## config.mk

```make
export PLATFORM = sky130hd
export DESIGN_NAME = sw_debounce_flat
export DESIGN_NICKNAME = d
export VERILOG_FILES = /design/src/rtl/sw_debounce_pkg.sv /design/src/rtl/sw_debounce_if.sv /design/src/rtl/sw_debounce_db_bit.sv /design/src/rtl/sw_debounce.sv /design/src/flat_wrapper.sv
export SDC_FILE = /design/constraint.sdc
export NUM_CORES = 1
export LEC_CHECK = 0
export BUFFER_PORTS_ARGS = -buffer_cell sky130_fd_sc_hd__buf_4
export CORE_MARGIN = 10
export CORE_UTILIZATION = 46
export DETAILED_ROUTE_END_ITERATION = 10
export HOLD_SLACK_MARGIN = 0.05
export PLACE_DENSITY = 0.74
export SLEW_MARGIN = 10
export SYNTH_ARGS = -nofsm -noshare
export SYNTH_HDL_FRONTEND = slang
export SYNTH_SLANG_ARGS = --single-unit
```

## constraint.sdc

```tcl
create_clock -name clk -period 3.15 [get_ports clk]
set_input_delay 0.1575 -clock clk [delete_from_list [all_inputs] [get_ports clk]]
set_output_delay 0.1575 -clock clk [all_outputs]
set_load 0.02 [all_outputs]
```

## src/rtl/sw_debounce_pkg.sv

```systemverilog
// -----------------------------------------------------------------------------
// sw_pkg -- shared definitions for the switch debouncer slice.
//
// Contents:
//   SW_WIDTH_DEFAULT   default number of switch bits conditioned
//   SW_DB_CNT_DEFAULT  default debounce length in clock cycles (legal 2..65535)
//   hold_state_e       state of the single-entry event holding register
//   cnt_width()        width of a per-bit debounce counter for a given DB_CNT
// -----------------------------------------------------------------------------
package sw_pkg;

  localparam int unsigned SW_WIDTH_DEFAULT  = 16;
  localparam int unsigned SW_DB_CNT_DEFAULT = 20000;

  // The holding register has one slot: it either has an event for the
  // consumer or it does not.
  typedef enum logic {
    EMPTY = 1'b0,
    FULL  = 1'b1
  } hold_state_e;

  // The counter runs 0..DB_CNT-1, so clog2(DB_CNT) bits always suffice.
  // DB_CNT >= 2 keeps the result at least one bit wide.
  function automatic int unsigned cnt_width(input int unsigned db_cnt);
    return $clog2(db_cnt);
  endfunction

endpackage

```

## src/rtl/sw_debounce_if.sv

```systemverilog
// -----------------------------------------------------------------------------
// sw_debounce_if -- change-event channel from the debouncer to its consumer.
//
// Signals:
//   evt_valid  producer -> consumer  event pending (holding register FULL)
//   evt_ready  consumer -> producer  event accepted when valid & ready at an edge
//   evt_mask   producer -> consumer  sw_o bits that changed since last accept
//   evt_value  producer -> consumer  sw_o value captured with the event
//   evt_ovf    producer -> consumer  sticky: at least one event was coalesced
//
// Modports: master = debouncer side, slave = consumer side.
// -----------------------------------------------------------------------------
interface sw_debounce_if #(
  parameter int unsigned WIDTH = 16
);

  logic             evt_valid;
  logic             evt_ready;
  logic [WIDTH-1:0] evt_mask;
  logic [WIDTH-1:0] evt_value;
  logic             evt_ovf;

  modport master (
    output evt_valid,
    output evt_mask,
    output evt_value,
    output evt_ovf,
    input  evt_ready
  );

  modport slave (
    input  evt_valid,
    input  evt_mask,
    input  evt_value,
    input  evt_ovf,
    output evt_ready
  );

endinterface

```

## src/rtl/sw_debounce_db_bit.sv

```systemverilog
// -----------------------------------------------------------------------------
// sw_db_bit -- one switch bit: optional two-flop synchronizer followed by a
// debounce counter that owns the stable output bit.
//
// Ports:
//   clk     clock, all state on the rising edge
//   rstn    synchronous reset, ACTIVE HIGH (name kept for codebase consistency)
//   din     raw asynchronous switch bit
//   dout    debounced stable bit
//   toggle  high in the cycle whose closing edge flips dout (feeds the event
//           logic in the parent so it sees the change on the same edge)
//
// Parameters:
//   DB_CNT  consecutive differing cycles needed to accept a new level (2..65535)
//
// Configuration macro: SW_DEBOUNCE_SYNC_EN
//   defined   -> two-flop synchronizer in front of the counter (+2 cycles)
//   undefined -> din feeds the counter directly (simulation use only)
// -----------------------------------------------------------------------------
module sw_db_bit
  import sw_pkg::*;
#(
  parameter int unsigned DB_CNT = SW_DB_CNT_DEFAULT
) (
  input  logic clk,
  input  logic rstn,
  input  logic din,
  output logic dout,
  output logic toggle
);

  localparam int unsigned           CNT_W    = cnt_width(DB_CNT);
  localparam logic [CNT_W-1:0]      CNT_LAST = CNT_W'(DB_CNT - 1);

  logic             din_s;
  logic [CNT_W-1:0] cnt_q;
  logic             dout_q;
  logic             diff;

`ifdef SW_DEBOUNCE_SYNC_EN
  // Two-flop synchronizer: the switch is asynchronous to clk, so the first
  // flop may go metastable; only the second flop's output is used.
  logic [1:0] sync_q;

  always_ff @(posedge clk) begin
    if (rstn) begin
      sync_q <= 2'b00;
    end else begin
      sync_q <= {sync_q[0], din};
    end
  end

  assign din_s = sync_q[1];
`else
  assign din_s = din;
`endif

  assign diff   = din_s ^ dout_q;
  // The count reaching DB_CNT-1 while still differing means this is the
  // DB_CNT-th consecutive differing sample: flip on this edge.
  assign toggle = diff & (cnt_q == CNT_LAST);

  // NOTE: sequential state uses non-blocking assignments so every flop samples
  // the pre-edge values of the others, matching real hardware.
  always_ff @(posedge clk) begin
    if (rstn) begin
      cnt_q  <= '0;
      dout_q <= 1'b0;
    end else if (!diff) begin
      // Any sample equal to the stable level restarts the count, which is
      // what rejects glitches shorter than DB_CNT cycles.
      cnt_q <= '0;
    end else if (cnt_q == CNT_LAST) begin
      cnt_q  <= '0;
      dout_q <= ~dout_q;
    end else begin
      cnt_q <= cnt_q + CNT_W'(1);
    end
  end

  assign dout = dout_q;

endmodule

```

## src/rtl/sw_debounce.sv

```systemverilog
// -----------------------------------------------------------------------------
// sw_debounce -- WIDTH independent switch debouncers plus a single-entry
// change-event holding register with coalescing.
//
// Ports:
//   clk      clock, all state on the rising edge
//   rstn     synchronous reset, ACTIVE HIGH (name kept for codebase consistency)
//   sw_i     raw asynchronous board switches
//   sw_o     debounced stable switch vector
//   evt      sw_debounce_if.master: evt_valid/evt_ready handshake with
//            evt_mask, evt_value and sticky evt_ovf
//
// Parameters:
//   WIDTH    number of switch bits (default 16)
//   DB_CNT   debounce length in cycles, legal range 2..65535 (default 20000)
//
// Configuration macro: SW_DEBOUNCE_SYNC_EN (see sw_db_bit). With it defined a
// clean change reaches sw_o DB_CNT+2 cycles after the first sampling edge;
// without it, DB_CNT cycles.
//
// Event behaviour: whenever sw_o changes, an event (mask = changed bits,
// value = new sw_o) is offered. If the previous event has not been accepted
// yet, the new one is merged into it (masks OR-ed, value replaced) and
// evt_ovf is set; evt_ovf only clears on reset.
// -----------------------------------------------------------------------------
module sw_debounce
  import sw_pkg::*;
#(
  parameter int unsigned WIDTH  = SW_WIDTH_DEFAULT,
  parameter int unsigned DB_CNT = SW_DB_CNT_DEFAULT
) (
  input  logic             clk,
  input  logic             rstn,
  input  logic [WIDTH-1:0] sw_i,
  output logic [WIDTH-1:0] sw_o,
  sw_debounce_if.master    evt
);

  logic [WIDTH-1:0] toggle;
  logic [WIDTH-1:0] new_mask;
  logic [WIDTH-1:0] new_value;
  logic             new_evt;

  hold_state_e      state_q;
  logic [WIDTH-1:0] mask_q;
  logic [WIDTH-1:0] value_q;
  logic             ovf_q;

  // ---------------------------------------------------------------------------
  // Per-bit debouncers
  // ---------------------------------------------------------------------------
  for (genvar i = 0; i < WIDTH; i++) begin : g_bit
    sw_db_bit #(
      .DB_CNT (DB_CNT)
    ) u_db_bit (
      .clk    (clk),
      .rstn   (rstn),
      .din    (sw_i[i]),
      .dout   (sw_o[i]),
      .toggle (toggle[i])
    );
  end

  // ---------------------------------------------------------------------------
  // Change detection: the toggle strobes describe the edge on which sw_o will
  // change, so the event is captured on that same edge and evt_valid rises
  // together with the new sw_o.
  // ---------------------------------------------------------------------------
  assign new_mask  = toggle;
  assign new_value = sw_o ^ toggle;
  assign new_evt   = |toggle;

  // ---------------------------------------------------------------------------
  // Holding register
  // ---------------------------------------------------------------------------
  always_ff @(posedge clk) begin
    if (rstn) begin
      state_q <= EMPTY;
      mask_q  <= '0;
      value_q <= '0;
      ovf_q   <= 1'b0;
    end else begin
      case (state_q)
        EMPTY: begin
          if (new_evt) begin
            state_q <= FULL;
            mask_q  <= new_mask;
            value_q <= new_value;
          end
        end
        FULL: begin
          if (evt.evt_ready) begin
            // The old event leaves this edge; a simultaneous new one takes
            // its place untouched, so nothing is lost and no overflow occurs.
            if (new_evt) begin
              mask_q  <= new_mask;
              value_q <= new_value;
            end else begin
              state_q <= EMPTY;
            end
          end else if (new_evt) begin
            // Consumer is stalled: merge so no changed bit is forgotten.
            mask_q  <= mask_q | new_mask;
            value_q <= new_value;
            ovf_q   <= 1'b1;
          end
        end
      endcase
    end
  end

  assign evt.evt_valid = (state_q == FULL);
  assign evt.evt_mask  = mask_q;
  assign evt.evt_value = value_q;
  assign evt.evt_ovf   = ovf_q;

endmodule
```

## src/flat_wrapper.sv

```systemverilog
// flat-port wrapper written by rule: the top's interface ports become plain ports
module sw_debounce_flat import sw_pkg::*;
#(
  parameter int unsigned WIDTH  = SW_WIDTH_DEFAULT,
  parameter int unsigned DB_CNT = SW_DB_CNT_DEFAULT
)
  (clk, rstn, sw_i, sw_o, evt_evt_valid, evt_evt_mask, evt_evt_value, evt_evt_ovf, evt_evt_ready);
  sw_debounce_if #(.WIDTH(WIDTH)) evt_i ();
  input  logic clk;
  input  logic rstn;
  input  logic [WIDTH-1:0] sw_i;
  output logic [WIDTH-1:0] sw_o;
  output wire logic [$bits(evt_i.evt_valid)-1:0] evt_evt_valid;
  output wire logic [$bits(evt_i.evt_mask)-1:0] evt_evt_mask;
  output wire logic [$bits(evt_i.evt_value)-1:0] evt_evt_value;
  output wire logic [$bits(evt_i.evt_ovf)-1:0] evt_evt_ovf;
  input wire logic [$bits(evt_i.evt_ready)-1:0] evt_evt_ready;
  assign evt_evt_valid = evt_i.evt_valid;
  assign evt_evt_mask = evt_i.evt_mask;
  assign evt_evt_value = evt_i.evt_value;
  assign evt_evt_ovf = evt_i.evt_ovf;
  assign evt_i.evt_ready = evt_evt_ready;
  sw_debounce #(.WIDTH(WIDTH), .DB_CNT(DB_CNT)) u_core (.clk(clk), .rstn(rstn), .sw_i(sw_i), .sw_o(sw_o), .evt(evt_i));
endmodule
```

# Yosys cells after proc, flatten, opt, wreduce, memory -nomap -nowiden
# Index checks and enable logic that the tools add are counted.
[op_classes]
n_reduce_logical = 34
add_sub_neg = 16
mul = 0
n_div = 0
bitwise_logic = 68
n_eq_ne = 17
magnitude_cmp = 0
n_shift = 0
mux = 8
[op_table]
columns = ["cell", "count"]
rows = [
  ["$add A15 B1 Y15 const B", 16],
  ["$eq A15 B15 Y1 const B", 16],
  ["$mux W16", 4],
  ["$reduce_or A3 Y1", 16],
  ["$not A1 Y1", 34],
  ["$pmux W16 S2", 1],
  ["$reduce_and A2 Y1", 16],
  ["$and A1 B1 Y1", 16],
  ["$or A16 B16 Y16", 1],
  ["$reduce_or A16 Y1", 1],
  ["$xor A1 B1 Y1", 16],
  ["$xor A16 B16 Y16", 1],
  ["$ne A3 B2 Y1 const B", 1],
  ["$reduce_and A3 Y1", 1],
  ["$mux W1", 2],
  ["$pmux W1 S2", 1],
]
[totals]
word_cells = 179
latch_bits = 0
ram_bits = 0
rom_bits = 0
n_memories = 0
ff_bits = 290
input_bits = 19

# Longest topological paths before layout
# Gate-level depths: netlist (run 1).
[logic_depth]
depth_word = 6
depth_mapped = 9
mapped_depth_nobuf = 7

# Hierarchy
# A second synthesis (run 1) with hierarchy kept.
[unflattened]
hier_cells = 1494
area_unflattened_um2 = 13490.4
[modules_own_cells]
columns = ["mod", "n_inst", "seq_area_each_um2", "cells_per_inst", "area_per_inst_um2"]
rows = [
  ["sw_db_bit (u_core.g_bit[0].u_db_bit ...)", 15, 320.3, 83, 733.2],
  ["sw_debounce", 1, 680.7, 170, 1720.4],
  ["sw_db_bit (u_core.g_bit[9].u_db_bit)", 1, 320.3, 79, 772.0],
]

# Worst setup path before layout (run 1)
# Ideal clock, no wire load.
[synth_timing]
kind = "reg2reg"
startpoint = "register u_core.g_bit[1].u_db_bit.cnt_q[8]"
endpoint = "register u_core.value_q[10], in the netlist u_core.evt.evt_value[10]"
synth_period_minus_slack_ns = 2.352
required_ns = 3.027
t_arrival_ns = 2.229
setup_slack_ns = 0.798
setup_time_ns = 0.123
stages_incl_launch_ff = 9
path_cell_list = "dfxtp_1 -> or4b_1 -> or4_1 -> buf_2 -> o22ai_4 -> nor4_4 -> nand2_4 -> buf_6 -> mux2_1"
[synth_between]
elab_chain_len = 3
[synth_lines]
columns = ["item", "line", "source"]
rows = [
  ["start, declared", "sw_debounce_db_bit.sv:36", "logic [CNT_W-1:0] cnt_q;"],
  ["start signal, assigned", "sw_debounce_db_bit.sv:77", "cnt_q <= cnt_q + CNT_W'(1);"],
  ["$eq A15 B15 Y1", "sw_debounce_db_bit.sv:61", "assign toggle = diff & (cnt_q == CNT_LAST);"],
  ["$and A1 B1 Y1", "sw_debounce_db_bit.sv:61", ""],
  ["$reduce_or A16 Y1", "sw_debounce.sv:71", "assign new_evt = |toggle;"],
  ["end signal, assigned", "sw_debounce.sv:88", "value_q <= new_value;"],
  ["end signal, assigned", "sw_debounce.sv:97", "value_q <= new_value;"],
  ["end signal, assigned", "sw_debounce.sv:104", "value_q <= new_value;"],
  ["end, declared", "sw_debounce.sv:46", "logic [WIDTH-1:0] value_q;"],
]
# No other way between the ends.
# A chain may end at the register's enable or synchronous reset.

# Worst setup path after layout (run 1)
[layout_timing]
startpoint = "register u_core.g_bit[1].u_db_bit.cnt_q[8]"
endpoint = "register u_core.value_q[14], in the netlist u_core.evt.evt_value[14]"
# Same word-level chain as after synthesis.

==> results.yml, run 1 <==
status:
  run_status: "complete, no violations"
placement:
  dp_slack_ns: 0.00913
  place_congestion: 0.844
  dp_hpwl_mm: 17.9
  io_buffer_count: 68
run:
  drv_cap: 0
floorplan:
  die_h_um: 184
  start_util_pct: 46.3
  core_area_mm2: 0.0267
  io-pin-count: 69
  die_width_um: 184
  die-area_mm2: 0.0339
  std_cell_rows: 60
sta:
  setup_viol_count_final: 0
  worst_pin_slew_ns: 0.761
  hold_violations: 0
  fin_skew_ns: 0.0178
  layout_setup_ws_ns: 0.343
  timing.final.crit_share_pct: 89.1
  finalWorstPathRequiredPeriod_ns: 2.81
  finalMaxSlewViolations: 0
  worst_slew_margin_rel_pct: 49.3
  maxClockFrequency_ghz: 0.356
  rsz0062_at_grt: "false"
  totalNegativeSetupSlack_ns: 0
global_route:
  grt_antenna_before_repair: 0
  grt_pass1_wl_mm: 42.9
  track_usage_pct: 14.9
  first_global_vias: 9127
  pin_count_of_the_biggest_net_entering_global_routing: 70
  gr-total-overflow: 0
logic_synthesis:
  synthDominantAreaCellType: "sky130_fd_sc_hd__dfxtp_1"
  synthDistinctLibCells: 46
  synth_async_sr_flop_share_pct: 0
  syn_avg_cell_area_um2: 9.03
  synth_top_cells_by_area: "sky130_fd_sc_hd__dfxtp_1, sky130_fd_sc_hd__xor2_1, sky130_fd_sc_hd__nor2_1, sky130_fd_sc_hd__xnor2_1, sky130_fd_sc_hd__nand3_1"
  synth_enable_flop_cells: 0
  synth_seq_cells: 290
  yosys.area.top_type_share_pct: 46.9
  synth.cell_area_mm2: 0.0124
  ys_warn_count: 0
  net_count_after_synthesis: 1407
  most_instantiated_flip_flop_cell_in_the_synthesis_netlist: "sky130_fd_sc_hd__dfxtp_1"
  synthCells: 1372
  synth.yosys.seq_area_share_pct: 46.9
drt:
  drt-initial-drc-count: 367
  route.final.wire_length_mm: 25.6
  drc: 0
  via_per_inst: 5.18
  via_count: 9439
  dr.pass1.iters: 5
  drtAntennaViolNets: 0
  detail_route.wl_per_cell_um: 14.0
critical_path:
  timing.critical_path.from_type: "flop"
  timing.critical_path.arrival_ns: 3.24
  setup.worst_path.end_class: "flop"
  crit_type: "reg -> reg"
  critPathMaxFanout: 20
  critical_path_rt_ns: 3.58
clock_network:
  ctsRootBufferMaster: "sky130_fd_sc_hd__clkbuf_16"
  worst_skew_pair.late_latency_ns: 0.56
  htree_levels: 1
  maximum_root_to_sink_buffer_count: 3
  clkSinkCount: 290
  cts_buffers: 31
  tritoncts: "done"
  clk_transition_reported_paths_ns: 0.06
power_and_ir_drop:
  p_leak_uw: 0.00534
  power_density_mw_per_mm2: 525
  vdd_ir_drop_max_uv: 537
worst_hold_path:
  timing.hold.worst.class: "in -> reg"
cells_and_area:
  flow.area_growth_from_synthesis_pct: 16.3
  antenna_cells_inserted: 0
  final.fill_count: 2399
  final_layout_size_suffix_gt1_share_pct: 11.3
  final_common_cell: "sky130_fd_sc_hd__dfxtp_1"
  mostFrequentLayoutCells: "sky130_fd_sc_hd__dfxtp_1, sky130_fd_sc_hd__nor2_1, sky130_fd_sc_hd__xor2_1, sky130_fd_sc_hd__nand2_1, sky130_fd_sc_hd__buf_4"
  nNetsFinal: 1493
sequential cells by signal, indices dropped and copies added (netlist names):
signal / flops
u_core.g_bit.u_db_bit.dout: 16
u_core.g_bit.u_db_bit.cnt_q: 240
u_core.evt.evt_valid: 1
u_core.evt.evt_ovf: 1
u_core.evt.evt_value: 16
u_core.evt.evt_mask: 16
metal layers:
| metal | wire length (um) | track usage, % | share of wire, % | vias to the layer above |
|---|---|---|---|---|
| met5 | 0 | 0 | 0 | - |
| met2 | 11800 | 24.4 | 46 | 144 |
| met4 | 729 | 4.82 | 2.8 | 0 |
| met1 | 11900 | 19.1 | 47 | 4407 |
| li1 | - | - | - | 4842 |
| met3 | 1130 | 2.95 | 4.4 | 46 |
path summary, 6_finish.rpt:
kind,startpoint,to,slack [ns],cells past startpoint
max,u_core.g_bit[1].u_db_bit.cnt_q[8]$_SDFF_PP0_,u_core.evt.evt_value[14]$_SDFFE_PP0P_,0.34,7
min,evt_evt_ready,u_core.evt.evt_valid$_SDFF_PP0_,0.17,3
max reg2reg,u_core.g_bit[1].u_db_bit.cnt_q[8]$_SDFF_PP0_,u_core.evt.evt_value[14]$_SDFFE_PP0P_,0.34,7
min reg2reg,u_core.g_bit[9].u_db_bit.cnt_q[0]$_SDFF_PP0_,u_core.g_bit[9].u_db_bit.cnt_q[0]$_SDFF_PP0_,0.46,1
report_power, final:
group	switching, uW	leakage (uW)	internal (uW)
Clock	1460	0.000529	2240
Sequential	18.9	0.00234	3690
Combinational	101	0.00248	57.1
Total	1580	0.00534	5980
final cells by class:
class	instances	area (um^2)	share of cell area, %
well taps	341	427	2.96
clock buffers	38	852	5.91
multi-input cells	1015	6240	43.3
flip-flops and latches	290	5810	40.3
clock inverters	19	204	1.42
inverters	17	63.8	0.443
repair buffers	103	813	5.64
logic make-up (layout without fill, tap and decap cells):
family	Yosys count	in the layout	share of synthesized area [%]
multiplexers	32	32	3.05
AO/OA/AOI/OAI	86	86	4.47
AND/OR/NAND/NOR	685	685	27.3
XOR/XNOR	196	196	13.9
buffers and inverters	67	177	2.79
adder cells (fa/ha/maj)	16	16	1.62
flip-flops	290	290	46.9
worst max-delay path, stage by stage, from the launching register on:
cell and delay (ns):
sky130_fd_sc_hd__dfxtp_1 0.34, sky130_fd_sc_hd__or4b_1 0.51, sky130_fd_sc_hd__or4_1 0.67, sky130_fd_sc_hd__o22ai_4 0.22, sky130_fd_sc_hd__nor4_4 0.07, sky130_fd_sc_hd__buf_4 0.17
sky130_fd_sc_hd__nand2_4 0.35, sky130_fd_sc_hd__mux2_1 0.36
cells in the mapped netlist (17+ instances only):
library cell and instances:
sky130_fd_sc_hd__a21oi_1 32, sky130_fd_sc_hd__and3_1 44, sky130_fd_sc_hd__and4_1 19, sky130_fd_sc_hd__clkbuf_1 25, sky130_fd_sc_hd__dfxtp_1 290, sky130_fd_sc_hd__inv_1 17
sky130_fd_sc_hd__nand2_1 99, sky130_fd_sc_hd__nand3_1 81, sky130_fd_sc_hd__nand4_1 44, sky130_fd_sc_hd__nor2_1 271, sky130_fd_sc_hd__nor2b_1 17, sky130_fd_sc_hd__nor3_1 33
sky130_fd_sc_hd__nor4b_1 20, sky130_fd_sc_hd__o21ai_0 28, sky130_fd_sc_hd__or3_1 31, sky130_fd_sc_hd__xnor2_1 64, sky130_fd_sc_hd__xor2_1 132
per-stage QoR:
step	area, um^2	hold WS (ns)	total power, uW	std cells	utilization [%]
finish	14400	0.168	7560	1823	53.9
global route	14400	0.179	7830	1823	53.9
CTS	14400	0.138	7640	1818	53.8
detailed placement	13200	0.451	3930	1745	49.2
global placement	13200	0.442	3930	1745	49.2
floorplan	12400	0.333	3880	1372	-
timing repair:
action / 4_1_cts / 5_1_grt
endpoints found under the hold margin: 33 / 0
gates resized for setup: 0 / 0
buffers inserted: 0 / 5
hold buffers: 16 / 0
pin swaps: 1 / 1
setup endpoints to repair: 12 / 20
(Power assumes the default switching activity.)
==> run 2: changes to the inputs <==
--- a/config.mk
+++ b/config.mk
@@ -6,11 +6,12 @@
 export NUM_CORES = 1
 export LEC_CHECK = 0
 export BUFFER_PORTS_ARGS = -buffer_cell sky130_fd_sc_hd__buf_4
-export CORE_MARGIN = 10
+export CORE_MARGIN = 2
 export CORE_UTILIZATION = 46
 export DETAILED_ROUTE_END_ITERATION = 10
 export HOLD_SLACK_MARGIN = 0.05
 export PLACE_DENSITY = 0.74
+export REMOVE_ABC_BUFFERS = 1
 export SLEW_MARGIN = 10
 export SYNTH_ARGS = -nofsm -noshare
 export SYNTH_HDL_FRONTEND = slang
==> results.yml, run 2 (synthesis results as in run 1) <==
global_route:
  first_global_vias: 9070
  pin_count_of_the_biggest_net_entering_global_routing: 76
  grt_antenna_before_repair: 0
  grt_pass1_wl_mm: 41.8
  track_usage_pct: 17.4
  gr-total-overflow: 0
floorplan:
  io-pin-count: 69
  die_width_um: 168
  die_h_um: 168
  die-area_mm2: 0.0283
  std_cell_rows: 60
  start_util_pct: 46.3
  core_area_mm2: 0.0267
clock_network:
  htree_levels: 1
  cts-resized-gates: 0
  clkSinkCount: 290
  maximum_root_to_sink_buffer_count: 3
  clk_transition_reported_paths_ns: 0.06
  ctsRootBufferMaster: "sky130_fd_sc_hd__clkbuf_16"
  cts_buffers: 30
  worst_skew_pair.late_latency_ns: 0.55
  tritoncts: "done"
placement:
  postPlaceCellArea_mm2: 0.0131
  dp_hpwl_mm: 17.0
  io_buffer_count: 68
  dp_slack_ns: -0.0683
  placed_cells: 1742
  place_congestion: 0.817
run:
  drv_cap: 0
drt:
  drtAntennaViolNets: 0
  route.final.wire_length_mm: 24.7
  dr.pass1.iters: 6
  detail_route.wl_per_cell_um: 13.6
  drt-initial-drc-count: 519
  via_count: 9392
  via_per_inst: 5.17
  drc: 0
cells_and_area:
  final_common_cell: "sky130_fd_sc_hd__dfxtp_1"
  mostFrequentLayoutCells: "sky130_fd_sc_hd__dfxtp_1, sky130_fd_sc_hd__nor2_1, sky130_fd_sc_hd__xor2_1, sky130_fd_sc_hd__nand2_1"
  register_with_the_highest_flop_count: "u_core.g_bit.u_db_bit.cnt_q"
  number_of_flip_flops_under_the_largest_register_name: 240
  fin_cells: 1815
  nNetsFinal: 1486
  final_cell_area_mm2: 0.0144
  flow.area_growth_from_synthesis_pct: 16.4
  final_layout_size_suffix_gt1_share_pct: 10.9
  postLayoutCoreUtil_pct: 54.0
  antenna_cells_inserted: 0
sta:
  finalMaxSlewViolations: 0
  timing.final.crit_share_pct: 88.6
  worst_slew_margin_rel_pct: 45.7
  maxClockFrequency_ghz: 0.358
  worst_pin_slew_ns: 0.814
  setup_viol_count_final: 0
  layout_setup_ws_ns: 0.359
  fin_skew_ns: 0.0177
  finalWorstPathRequiredPeriod_ns: 2.79
  rsz0062_at_grt: "false"
  fin_hold_ws_ns: 0.122
  hold_violations: 0
critical_path:
  critPathMaxFanout: 20
  rr_startpoint: "u_core.g_bit[1].u_db_bit.cnt_q[8]$_SDFF_PP0_"
  timing.critical_path.arrival_ns: 3.22
  critical_path_rt_ns: 3.57
  setup.worst_path.start: "u_core.g_bit[1].u_db_bit.cnt_q[8]$_SDFF_PP0_"
  timing.critical_path.from_type: "flop"
  setup.worst_path.end_class: "flop"
  crit_type: "reg -> reg"
power_and_ir_drop:
  vdd_ir_drop_max_uv: 633
  power_density_mw_per_mm2: 538
  p_leak_uw: 0.00532
worst_hold_path:
  holdCritStartpoint: "evt_evt_ready"
  timing.hold.worst.class: "in -> reg"
status:
  run_status: "complete, no violations"
[run 2: per-stage QoR]
step                setup TNS [ns]  total power, uW
floorplan                        0             3860
global placement            -0.408             3920
detailed placement          -0.757             3930
CTS                              0             7840
global route                     0             8030
finish                           0             7760
[run 2: final timing paths]
| kind | end | depth (start not counted) | slack (ns) |
|---|---|---|---|
| worst min register to register | u_core.g_bit[5].u_db_bit.cnt_q[0]$_SDFF_PP0_ | 1 | 0.46 |
| worst max register to register | u_core.evt.evt_value[12]$_SDFFE_PP0P_ | 7 | 0.36 |
| worst min-delay path | u_core.evt.evt_mask[5]$_SDFFE_PP0P_ | 3 | 0.12 |
| worst max-delay path | u_core.evt.evt_value[12]$_SDFFE_PP0P_ | 7 | 0.36 |
[run 2: metal layers]
layer / track usage, % / wire length [um]
met1: 21.5 / 11200
met3: 3.17 / 979
met2: 30.2 / 11600
met5: 0 / 0
met4: 6.63 / 947
[run 2: critical path, stage by stage, from the launching register on]
cell,delay [ns]
sky130_fd_sc_hd__dfxtp_1,0.34
sky130_fd_sc_hd__or4b_1,0.50
sky130_fd_sc_hd__or4_1,0.69
sky130_fd_sc_hd__o22ai_4,0.21
sky130_fd_sc_hd__nor4_4,0.07
sky130_fd_sc_hd__buf_4,0.17
sky130_fd_sc_hd__nand2_4,0.33
sky130_fd_sc_hd__mux2_1,0.36
[run 2: report_power, final]
part / internal (uW) / total [uW] / leakage [uW] / switching, uW
registers: 3690 / 3710 / 0.00234 / 18.0
clock network: 2400 / 3890 / 0.000537 / 1490
logic: 57.1 / 157 / 0.00245 / 99.7
[run 2: area by class of cell]
| type | instances | area [um^2] |
|---|---|---|
| Clock buffer | 37 | 848 |
| Timing Repair Buffer | 97 | 768 |
| Fill cell | 2373 | 12300 |
| Clock inverter | 18 | 262 |
| Tap cell | 341 | 427 |
| Sequential cell | 290 | 5810 |
| Inverter | 17 | 63.8 |
| Multi-Input combinational cell | 1015 | 6240 |
[run 2: repair_timing]
item                                    CTS  global route
setup buffers                             2             0
endpoints found under the setup margin   16             0
endpoints found under the hold margin    36             0
hold buffers                             16             0
